### config.mk
export PLATFORM = sky130hd
export DESIGN_NAME = tx_interrupt_status_flat
export DESIGN_NICKNAME = d
export VERILOG_FILES = /design/src/rtl/tx_intf_irq_pkg.sv /design/src/rtl/tx_interrupt_status_if.sv /design/src/rtl/tx_irq_edge_capture.sv /design/src/rtl/tx_interrupt_status.sv /design/src/flat_wrapper.sv
export SDC_FILE = /design/constraint.sdc
export NUM_CORES = 1
export LEC_CHECK = 0
export ABC_AREA = 1
export ABC_CLOCK_PERIOD_IN_PS = 2100
export BUFFER_PORTS_ARGS = -buffer_cell sky130_fd_sc_hd__buf_4
export CAP_MARGIN = 20
export CORE_ASPECT_RATIO = 1.2
export CORE_MARGIN = 2
export CORE_UTILIZATION = 59
export CTS_CLUSTER_SIZE = 16
export DETAILED_ROUTE_END_ITERATION = 8
export GPL_ROUTABILITY_DRIVEN = 0
export HOLD_SLACK_MARGIN = 0.08
export PLACE_DENSITY_LB_ADDON = 0.25
export SLEW_MARGIN = 10
export SYNTH_ARGS = -nofsm -noshare
export SYNTH_HDL_FRONTEND = slang
export SYNTH_SLANG_ARGS = --single-unit
### constraint.sdc
create_clock -name clk -period 2.1 [get_ports clk]
set_clock_uncertainty 0.05 [all_clocks]
set_input_delay 0.21 -clock clk [delete_from_list [all_inputs] [get_ports clk]]
set_output_delay 0.21 -clock clk [all_outputs]
set_load 0.01 [all_outputs]
### src/rtl/tx_intf_irq_pkg.sv
// Shared definitions for the tx interrupt status slice: FSM state encoding,
// tx event source indices, default sizing and a select-width helper.
package tx_intf_irq_pkg;

  // Default sizing of the status block
  localparam int DEFAULT_NUM_SRC       = 5;
  localparam int DEFAULT_CNT_WIDTH     = 8;
  localparam int DEFAULT_HOLDOFF_WIDTH = 16;

  // Bit positions of the tx event sources in src_event / pending / overflow
  localparam int SRC_TLAST        = 0;  // s00_axis_tlast
  localparam int SRC_PHY_TX_START = 1;  // phy_tx_start
  localparam int SRC_TX_START_ACC = 2;  // tx_start_from_acc
  localparam int SRC_TX_END_ACC   = 3;  // tx_end_from_acc
  localparam int SRC_TRY_COMPLETE = 4;  // tx_try_complete

  // Interrupt line sequencing states
  typedef enum logic [1:0] {
    IDLE    = 2'd0,
    ASSERT  = 2'd1,
    HOLDOFF = 2'd2
  } irq_state_e;

  // Width of a select bus addressing n entries; never narrower than one bit
  function automatic int sel_width(input int n);
    return (n > 1) ? $clog2(n) : 1;
  endfunction

endpackage

### src/rtl/tx_interrupt_status_if.sv
// Register-side bundle of the tx interrupt status block. The master side is
// the PS / register file, the slave side is the status block itself.
interface tx_interrupt_status_if
  import tx_intf_irq_pkg::*;
#(
  parameter int NUM_SRC       = DEFAULT_NUM_SRC,
  parameter int CNT_WIDTH     = DEFAULT_CNT_WIDTH,
  parameter int HOLDOFF_WIDTH = DEFAULT_HOLDOFF_WIDTH
);

  localparam int SEL_W = sel_width(NUM_SRC);

  // Event sources and configuration
  logic [NUM_SRC-1:0]       src_event;
  logic [NUM_SRC-1:0]       irq_en_mask;
  logic                     irq_mode;
  logic [HOLDOFF_WIDTH-1:0] holdoff_cycles;

  // Acknowledge and counter access strobes
  logic [NUM_SRC-1:0]       pending_clr;
  logic [SEL_W-1:0]         cnt_sel;
  logic                     cnt_clr;

  // Status back to the PS
  logic [NUM_SRC-1:0]       pending;
  logic [NUM_SRC-1:0]       overflow;
  logic [CNT_WIDTH-1:0]     cnt_out;
  logic                     tx_itrpt;

  modport master (
    output src_event, irq_en_mask, irq_mode, holdoff_cycles,
    output pending_clr, cnt_sel, cnt_clr,
    input  pending, overflow, cnt_out, tx_itrpt
  );

  modport slave (
    input  src_event, irq_en_mask, irq_mode, holdoff_cycles,
    input  pending_clr, cnt_sel, cnt_clr,
    output pending, overflow, cnt_out, tx_itrpt
  );

endinterface

### src/rtl/tx_irq_edge_capture.sv
// Per-source event capture: rising-edge detect, sticky pending and overflow
// bits, and a saturating event counter. One instance per tx event source.
module tx_irq_edge_capture #(
  parameter int CNT_WIDTH = 8
) (
  input  logic                 clk,
  input  logic                 rstn,
  input  logic                 src_event,
  input  logic                 pending_clr,
  input  logic                 cnt_clr,
  output logic                 edge_det,
  output logic                 pending,
  output logic                 overflow,
  output logic [CNT_WIDTH-1:0] cnt
);

  logic                 prev_reg;
  logic                 pending_reg;
  logic                 overflow_reg;
  logic [CNT_WIDTH-1:0] cnt_reg;

  // prev resets high so a source already asserted at reset release is not
  // mistaken for a fresh event
  assign edge_det = src_event & ~prev_reg;

  assign pending  = pending_reg;
  assign overflow = overflow_reg;
  assign cnt      = cnt_reg;

  // Track the previous source level for edge detection
  always_ff @(posedge clk or negedge rstn) begin
    if (!rstn) begin
      prev_reg <= 1'b1;
    end else begin
      prev_reg <= src_event;
    end
  end

  // Sticky pending/overflow; a new edge beats a simultaneous clear strobe
  always_ff @(posedge clk or negedge rstn) begin
    if (!rstn) begin
      pending_reg  <= 1'b0;
      overflow_reg <= 1'b0;
    end else begin
      if (edge_det) begin
        pending_reg <= 1'b1;
      end else if (pending_clr) begin
        pending_reg <= 1'b0;
      end

      if (edge_det && pending_reg) begin
        overflow_reg <= 1'b1;
      end else if (pending_clr) begin
        overflow_reg <= 1'b0;
      end
    end
  end

  // Saturating event count; a clear coinciding with an edge restarts at one
  always_ff @(posedge clk or negedge rstn) begin
    if (!rstn) begin
      cnt_reg <= '0;
    end else if (cnt_clr) begin
      cnt_reg <= edge_det ? CNT_WIDTH'(1) : '0;
    end else if (edge_det && (cnt_reg != '1)) begin
      cnt_reg <= cnt_reg + CNT_WIDTH'(1);
    end
  end

endmodule

### src/rtl/tx_interrupt_status.sv
// Sticky interrupt status and acknowledge block for the tx_intf path.
// Captures tx event edges per source, and sequences the single PS interrupt
// line in level or pulse mode with a programmable idle gap after each
// interrupt. Counter readback is a plain mux of the per-source counters.
module tx_interrupt_status
  import tx_intf_irq_pkg::*;
#(
  parameter int NUM_SRC       = DEFAULT_NUM_SRC,
  parameter int CNT_WIDTH     = DEFAULT_CNT_WIDTH,
  parameter int HOLDOFF_WIDTH = DEFAULT_HOLDOFF_WIDTH
) (
  input  logic                 clk,
  input  logic                 rstn,
  tx_interrupt_status_if.slave bus
);

  localparam int SEL_W = sel_width(NUM_SRC);

  // State encoding kept as plain constants for compatibility with older
  // register maps that expose the state as a raw field
  localparam logic [1:0] ST_IDLE    = IDLE;
  localparam logic [1:0] ST_ASSERT  = ASSERT;
  localparam logic [1:0] ST_HOLDOFF = HOLDOFF;

  logic [NUM_SRC-1:0]       edge_vec;
  logic [NUM_SRC-1:0]       pending_vec;
  logic [NUM_SRC-1:0]       overflow_vec;
  logic [NUM_SRC-1:0]       cnt_clr_vec;
  logic [CNT_WIDTH-1:0]     cnt_arr [NUM_SRC];

  logic [1:0]               state_reg;
  logic                     mode_reg;
  logic                     itrpt_reg;
  logic                     new_evt_reg;
  logic [HOLDOFF_WIDTH-1:0] holdoff_reg;

  logic                     irq_active;
  logic                     evt_masked;
  logic                     pulse_done;

  // One capture slice per source; the counter clear strobe only reaches the
  // slice that is currently selected for readback
  for (genvar gi = 0; gi < NUM_SRC; gi++) begin : g_src
    assign cnt_clr_vec[gi] = bus.cnt_clr && (bus.cnt_sel == SEL_W'(gi));

    tx_irq_edge_capture #(
      .CNT_WIDTH (CNT_WIDTH)
    ) u_capture (
      .clk         (clk),
      .rstn        (rstn),
      .src_event   (bus.src_event[gi]),
      .pending_clr (bus.pending_clr[gi]),
      .cnt_clr     (cnt_clr_vec[gi]),
      .edge_det    (edge_vec[gi]),
      .pending     (pending_vec[gi]),
      .overflow    (overflow_vec[gi]),
      .cnt         (cnt_arr[gi])
    );
  end

  // Masking only gates interrupt generation; status bits are always latched
  assign irq_active = |(pending_vec & bus.irq_en_mask);
  assign evt_masked = |(edge_vec & bus.irq_en_mask);
  assign pulse_done = (state_reg == ST_ASSERT) && mode_reg;

  assign bus.pending  = pending_vec;
  assign bus.overflow = overflow_vec;
  assign bus.tx_itrpt = itrpt_reg;

  // Counter readback mux; selects beyond the last source read as zero
  always_comb begin
    bus.cnt_out = '0;
    for (int i = 0; i < NUM_SRC; i++) begin
      if (bus.cnt_sel == SEL_W'(i)) begin
        bus.cnt_out = cnt_arr[i];
      end
    end
  end

  // Pulse-mode request: any enabled edge arms it, issuing a pulse disarms it;
  // an edge landing on the pulse cycle keeps it armed for the next pulse
  always_ff @(posedge clk or negedge rstn) begin
    if (!rstn) begin
      new_evt_reg <= 1'b0;
    end else if (evt_masked) begin
      new_evt_reg <= 1'b1;
    end else if (pulse_done) begin
      new_evt_reg <= 1'b0;
    end
  end

  // Interrupt sequencing: IDLE waits for a cause, ASSERT drives the line,
  // HOLDOFF enforces the minimum gap. Mode is latched on leaving IDLE so a
  // mode change cannot disturb an interrupt already in progress.
  always_ff @(posedge clk or negedge rstn) begin
    if (!rstn) begin
      state_reg   <= ST_IDLE;
      mode_reg    <= 1'b0;
      itrpt_reg   <= 1'b0;
      holdoff_reg <= '0;
    end else begin
      case (state_reg)
        ST_IDLE: begin
          if (bus.irq_mode ? new_evt_reg : irq_active) begin
            state_reg <= ST_ASSERT;
            mode_reg  <= bus.irq_mode;
            itrpt_reg <= 1'b1;
          end
        end
        ST_ASSERT: begin
          // Pulse mode leaves after one cycle; level mode leaves once every
          // enabled pending bit is acknowledged or masked off
          if (mode_reg || !irq_active) begin
            state_reg   <= ST_HOLDOFF;
            itrpt_reg   <= 1'b0;
            holdoff_reg <= bus.holdoff_cycles;
          end
        end
        ST_HOLDOFF: begin
          if (holdoff_reg == '0) begin
            state_reg <= ST_IDLE;
          end else begin
            holdoff_reg <= holdoff_reg - HOLDOFF_WIDTH'(1);
          end
        end
        default: begin
          state_reg <= ST_IDLE;
          itrpt_reg <= 1'b0;
        end
      endcase
    end
  end

endmodule

### src/flat_wrapper.sv
// flat-port wrapper written by rule: the top's interface ports become plain ports
module tx_interrupt_status_flat import tx_intf_irq_pkg::*;
#(
  parameter int NUM_SRC       = DEFAULT_NUM_SRC,
  parameter int CNT_WIDTH     = DEFAULT_CNT_WIDTH,
  parameter int HOLDOFF_WIDTH = DEFAULT_HOLDOFF_WIDTH
)
  (clk, rstn, bus_src_event, bus_irq_en_mask, bus_irq_mode, bus_holdoff_cycles, bus_pending_clr, bus_cnt_sel, bus_cnt_clr, bus_pending, bus_overflow, bus_cnt_out, bus_tx_itrpt);
  tx_interrupt_status_if #(.NUM_SRC(NUM_SRC), .CNT_WIDTH(CNT_WIDTH), .HOLDOFF_WIDTH(HOLDOFF_WIDTH)) bus_i ();
  input  logic clk;
  input  logic rstn;
  input wire logic [$bits(bus_i.src_event)-1:0] bus_src_event;
  input wire logic [$bits(bus_i.irq_en_mask)-1:0] bus_irq_en_mask;
  input wire logic [$bits(bus_i.irq_mode)-1:0] bus_irq_mode;
  input wire logic [$bits(bus_i.holdoff_cycles)-1:0] bus_holdoff_cycles;
  input wire logic [$bits(bus_i.pending_clr)-1:0] bus_pending_clr;
  input wire logic [$bits(bus_i.cnt_sel)-1:0] bus_cnt_sel;
  input wire logic [$bits(bus_i.cnt_clr)-1:0] bus_cnt_clr;
  output wire logic [$bits(bus_i.pending)-1:0] bus_pending;
  output wire logic [$bits(bus_i.overflow)-1:0] bus_overflow;
  output wire logic [$bits(bus_i.cnt_out)-1:0] bus_cnt_out;
  output wire logic [$bits(bus_i.tx_itrpt)-1:0] bus_tx_itrpt;
  assign bus_i.src_event = bus_src_event;
  assign bus_i.irq_en_mask = bus_irq_en_mask;
  assign bus_i.irq_mode = bus_irq_mode;
  assign bus_i.holdoff_cycles = bus_holdoff_cycles;
  assign bus_i.pending_clr = bus_pending_clr;
  assign bus_i.cnt_sel = bus_cnt_sel;
  assign bus_i.cnt_clr = bus_cnt_clr;
  assign bus_pending = bus_i.pending;
  assign bus_overflow = bus_i.overflow;
  assign bus_cnt_out = bus_i.cnt_out;
  assign bus_tx_itrpt = bus_i.tx_itrpt;
  tx_interrupt_status #(.NUM_SRC(NUM_SRC), .CNT_WIDTH(CNT_WIDTH), .HOLDOFF_WIDTH(HOLDOFF_WIDTH)) u_core (.clk(clk), .rstn(rstn), .bus(bus_i));
endmodule
==> report_table.html <==
<table>
<tr><th>Metric</th><th>Value</th></tr>
<tr><th colspan="2">Global routing</th></tr>
<tr><td>Total grt overflow</td><td>0</td></tr>
<tr><td>Global-route wire length before repair</td><td>19000 um</td></tr>
<tr><td>GRT Total Usage</td><td>26.7%</td></tr>
<tr><td>Antenna violations before repair</td><td>0</td></tr>
<tr><td>Via count of the first global-routing pass</td><td>4331</td></tr>
<tr><td>Maximum number of pins on one net before global-route repair</td><td>32</td></tr>
<tr><th colspan="2">Timing</th></tr>
<tr><td>Hold violation count in the final report</td><td>0</td></tr>
<tr><td>Unrepaired setup endpoints after global routing</td><td>no</td></tr>
<tr><td>Minimum period implied by the final worst setup slack</td><td>1850 ps</td></tr>
<tr><td>Final total negative setup slack</td><td>0 ps</td></tr>
<tr><td>Post-route worst setup slack</td><td>252 ps</td></tr>
<tr><td>Final setup violation count</td><td>0</td></tr>
<tr><td>Worst max-slew margin expressed relative to the limit</td><td>66.5%</td></tr>
<tr><td>Final slew viol count</td><td>0</td></tr>
<tr><td>Post-route fraction of the period consumed by the critical path</td><td>88.0%</td></tr>
<tr><td>Slew at the pin closest to its max-slew limit</td><td>502 ps</td></tr>
<tr><td>Achievable frequency</td><td>541 MHz</td></tr>
<tr><td>Hold slack</td><td>101 ps</td></tr>
<tr><th colspan="2">Place</th></tr>
<tr><td>Dpl cells</td><td>797</td></tr>
<tr><td>DP Area</td><td>5280 um^2</td></tr>
<tr><td>Port bufs</td><td>56</td></tr>
<tr><td>Worst slack after detailed placement</td><td>283 ps</td></tr>
<tr><td>DP Wirelength</td><td>8360 um</td></tr>
<tr><th colspan="2">Yosys</th></tr>
<tr><td>Yosys top cell area share</td><td>37.0%</td></tr>
<tr><td>Cell accounting for the most synthesized area</td><td>dfrtp_1</td></tr>
<tr><td>Instance count of the mapped netlist</td><td>656</td></tr>
<tr><td>Sequential fraction of the synthesis area</td><td>39.7%</td></tr>
<tr><td>Asr flop ratio synth</td><td>100%</td></tr>
<tr><td>Synthesized cell area</td><td>4810 um^2</td></tr>
<tr><td>Commonest register cell after synthesis</td><td>dfrtp_1</td></tr>
<tr><td>FF+latch count, synth</td><td>76</td></tr>
<tr><td>Mapped Nets</td><td>704</td></tr>
<tr><td>Synth warn</td><td>0</td></tr>
<tr><td>Count of flip-flops with a built-in enable after synthesis</td><td>0</td></tr>
<tr><td>Number of unique standard cell types used by synthesis</td><td>38</td></tr>
<tr><td>Post-Syn Area per Cell</td><td>7.33 um^2</td></tr>
<tr><td>Area contributors post-synth</td><td>dfrtp_1, nand2_1, inv_1</td></tr>
<tr><th colspan="2">Min path</th></tr>
<tr><td>Hold WC Path Type</td><td>in -&gt; reg</td></tr>
<tr><td>Hold Path Cell Cnt</td><td>3</td></tr>
<tr><th colspan="2">CTS</th></tr>
<tr><td>CTS-repair resized insts</td><td>0</td></tr>
<tr><td>Number of CTS-inserted buffers</td><td>9</td></tr>
<tr><td>Number of H-tree levels</td><td>3</td></tr>
<tr><td>Clk Latency, worst-skew pair</td><td>360 ps</td></tr>
<tr><td>Maximum number of buffers from clock root to sink</td><td>2</td></tr>
<tr><td>Clock tree from TritonCTS</td><td>built</td></tr>
<tr><td>Post-CTS clock slew at the launch and capture registers of the worst setup and hold paths</td><td>90 ps</td></tr>
<tr><td>Clock root buffer</td><td>clkbuf_8</td></tr>
<tr><td>Clock sink count</td><td>76</td></tr>
<tr><th colspan="2">Power</th></tr>
<tr><td>Switching share of power</td><td>43.0%</td></tr>
<tr><td>Net Switching</td><td>2.53 mW</td></tr>
<tr><td>Pwr per Cell Area</td><td>1050 nW/um^2</td></tr>
<tr><td>Leakage power total</td><td>2.74 nW</td></tr>
<tr><td>Relative contribution of combinational cells to total power</td><td>40.9%</td></tr>
<tr><td>Sequential group share of total power</td><td>38.8%</td></tr>
<tr><td>Internal power contribution</td><td>3.36 mW</td></tr>
<tr><td>Power Total</td><td>5.88 mW</td></tr>
<tr><td>Worst-case vdd ir drop</td><td>0.617 mV</td></tr>
<tr><td>Clock share of power</td><td>20.3%</td></tr>
<tr><th colspan="2">Layout</th></tr>
<tr><td>Fraction of layout cells with a size suffix above 1</td><td>19.2%</td></tr>
<tr><td>Total area of multi-input combinational cells</td><td>2420 um^2</td></tr>
<tr><td>Sequential Area</td><td>1910 um^2</td></tr>
<tr><td>Count of filler cells inserted in the layout</td><td>682</td></tr>
<tr><td>Layout overhead on the synthesized area</td><td>17.0%</td></tr>
<tr><td>Number of flip-flops in the largest register</td><td>40</td></tr>
<tr><td>Final-stage net count</td><td>774</td></tr>
<tr><td>Post-route cell area</td><td>5620 um^2</td></tr>
<tr><td>Post-layout utilization of the core</td><td>70.1%</td></tr>
<tr><td>Fin cells</td><td>826</td></tr>
<tr><td>Number of antenna cells inserted</td><td>0</td></tr>
<tr><th colspan="2">Floorplanning</th></tr>
<tr><td>Overall die height</td><td>103 um</td></tr>
<tr><td>CORE AREA</td><td>8020 um^2</td></tr>
<tr><td>Initial Util</td><td>59.9%</td></tr>
<tr><td>Floorplan die area</td><td>8890 um^2</td></tr>
<tr><td>Standard-cell rows</td><td>36</td></tr>
<tr><td>Chip Width</td><td>86.4 um</td></tr>
<tr><td>I/O pin count</td><td>57</td></tr>
<tr><th colspan="2">Critical path</th></tr>
<tr><td>Worst r2r path cells</td><td>9</td></tr>
<tr><td>Endpoint arrival time on the critical path</td><td>2090 ps</td></tr>
<tr><td>Capturing element type of the critical path</td><td>flip-flop</td></tr>
<tr><td>Setup Crit Path Kind</td><td>reg -&gt; reg</td></tr>
<tr><td>Data required time at the worst endpoint</td><td>2340 ps</td></tr>
<tr><td>FF-to-FF End</td><td>u_core.holdoff_reg[1]</td></tr>
<tr><td>CP max FO</td><td>22</td></tr>
<tr><td>Source of the worst register-to-register timing path</td><td>u_core.holdoff_reg[0]</td></tr>
<tr><td>Critical path origin</td><td>u_core.holdoff_reg[0]</td></tr>
<tr><td>Kind of start point of the critical path</td><td>flip-flop</td></tr>
<tr><td>Capture point of the worst path</td><td>u_core.holdoff_reg[1]</td></tr>
<tr><td>Flop2flop setup slack</td><td>250 ps</td></tr>
<tr><th colspan="2">Job</th></tr>
<tr><td>Max-cap violations</td><td>0</td></tr>
<tr><th colspan="2">Detailed routing</th></tr>
<tr><td>Vias after detailed routing</td><td>4503</td></tr>
<tr><td>Routed WL per cell</td><td>13.7 um</td></tr>
<tr><td>Number of iterations in the first detailed-routing pass</td><td>5</td></tr>
<tr><td>Post-route DRC</td><td>0</td></tr>
<tr><td>Via count normalized by instance count</td><td>5.45</td></tr>
<tr><td>Antenna violation net count after detailed routing</td><td>0</td></tr>
<tr><td>Total length of routed wires</td><td>11300 um</td></tr>
<tr><td>Iter 0 DRT Violations</td><td>245</td></tr>
<tr><th colspan="2">Status</th></tr>
<tr><td>Run status</td><td>completed</td></tr>
</table>
## what timing repair did
action                                 4_1_cts  5_1_grt
endpoints found under the hold margin       45        0
setup buffers                                0        0
hold buffers                                13        0
## final cells by class
class	count	share of cell area (%)
clock buffers	11	2.69
clock inverters	5	1.05
inverters	92	6.19
multi-input cells	471	43.1
flip-flops and latches	76	33.9
well taps	95	2.11
repair buffers	76	10.9
## metal layers
metal	GRT usage, %	routed length (um)	vias up	share of wire (%)
met3	2.88	586	19	5.2
li1	-	-	2249	-
met1	34.3	4790	2084	42
met5	0	0	-	0
met2	46.1	5760	151	51
met4	10.9	170	0	1.5
## logic make-up (layout without fill, tap and decap cells)
| family | after synthesis | in the layout | share of synthesized area [%] |
|---|---|---|---|
| AOI/OAI and AO/OA | 100 | 100 | 13.1 |
| xor gates and xnor gates | 9 | 9 | 1.64 |
| adders and majority gates | 10 | 10 | 2.60 |
| buffers and inverters | 109 | 184 | 9.89 |
| DFF | 76 | 76 | 39.7 |
| and+or+nand+nor | 352 | 352 | 33.1 |
## cell usage after synthesis, types with 2 or more instances
library cell  instances
nand2_1             183
inv_1                84
dfrtp_1              71
nand3_1              61
nor2_1               53
o21ai_0              28
a21oi_1              19
o22ai_1              14
buf_4                12
o211ai_1             11
ha_1                 10
nor2_2               10
nor3_1               10
o21ai_2              10
nand2_2               9
o21ai_1               9
xor2_1                9
nand4_1               8
nor2_4                7
inv_2                 6
dfstp_2               5
nand3_2               4
a21oi_2               3
buf_2                 3
a21boi_0              2
buf_6                 2
nand3b_1              2
## placed cells by master, fill, tap and decap left out, types with 7 or more instances in the layout
cell type / count
inv_1: 84
nor2_1: 53
o22ai_1: 14
clkbuf_8: 11
o21ai_2: 10
ha_1: 10
nor3_1: 10
o21ai_1: 9
nand2_2: 9
dfrtp_1: 71
o211ai_1: 11
nor2_4: 7
a21oi_1: 19
xor2_1: 9
o21ai_0: 28
nor2_2: 10
dlygate4sd3_1: 13
nand3_1: 61
nand2_1: 183
nand4_1: 8
buf_4: 62
## worst min path at each step
| stage | from | to | slack [ps] |
|---|---|---|---|
| after global placement | rstn | u_core.holdoff_reg[3] | 130 |
| after global routing | bus_irq_en_mask[2] | u_core.new_evt_reg | 120 |
| after detailed placement | rstn | u_core.holdoff_reg[3] | 130 |
| final | bus_irq_en_mask[2] | u_core.new_evt_reg | 100 |
| after floorplan | rstn | u_core.bus.tx_itrpt | -140 |
| after CTS | bus_irq_en_mask[2] | u_core.new_evt_reg | 90 |
## worst max-delay path, stage by stage (launching register included)
cell and delay, ps:
dfrtp_1 390, inv_1 110, ha_1 290, nand2_4 130, nor2_4 50, nand3_2 70
nand3_2 80, inv_2 390, nand2_1 130, o21ai_2 80
## power by group through the flow
stage | Sequential, mW | Combinational [mW] | Clock [mW]
after floorplan | 2.19 | 1.88 | 0
after global placement | 2.28 | 2.25 | 0
after detailed placement | 2.29 | 2.36 | 0
after CTS | 2.27 | 2.40 | 1.20
after global routing | 2.34 | 2.73 | 1.27
final | 2.28 | 2.41 | 1.19
Power figures use the tool's default switching activity.
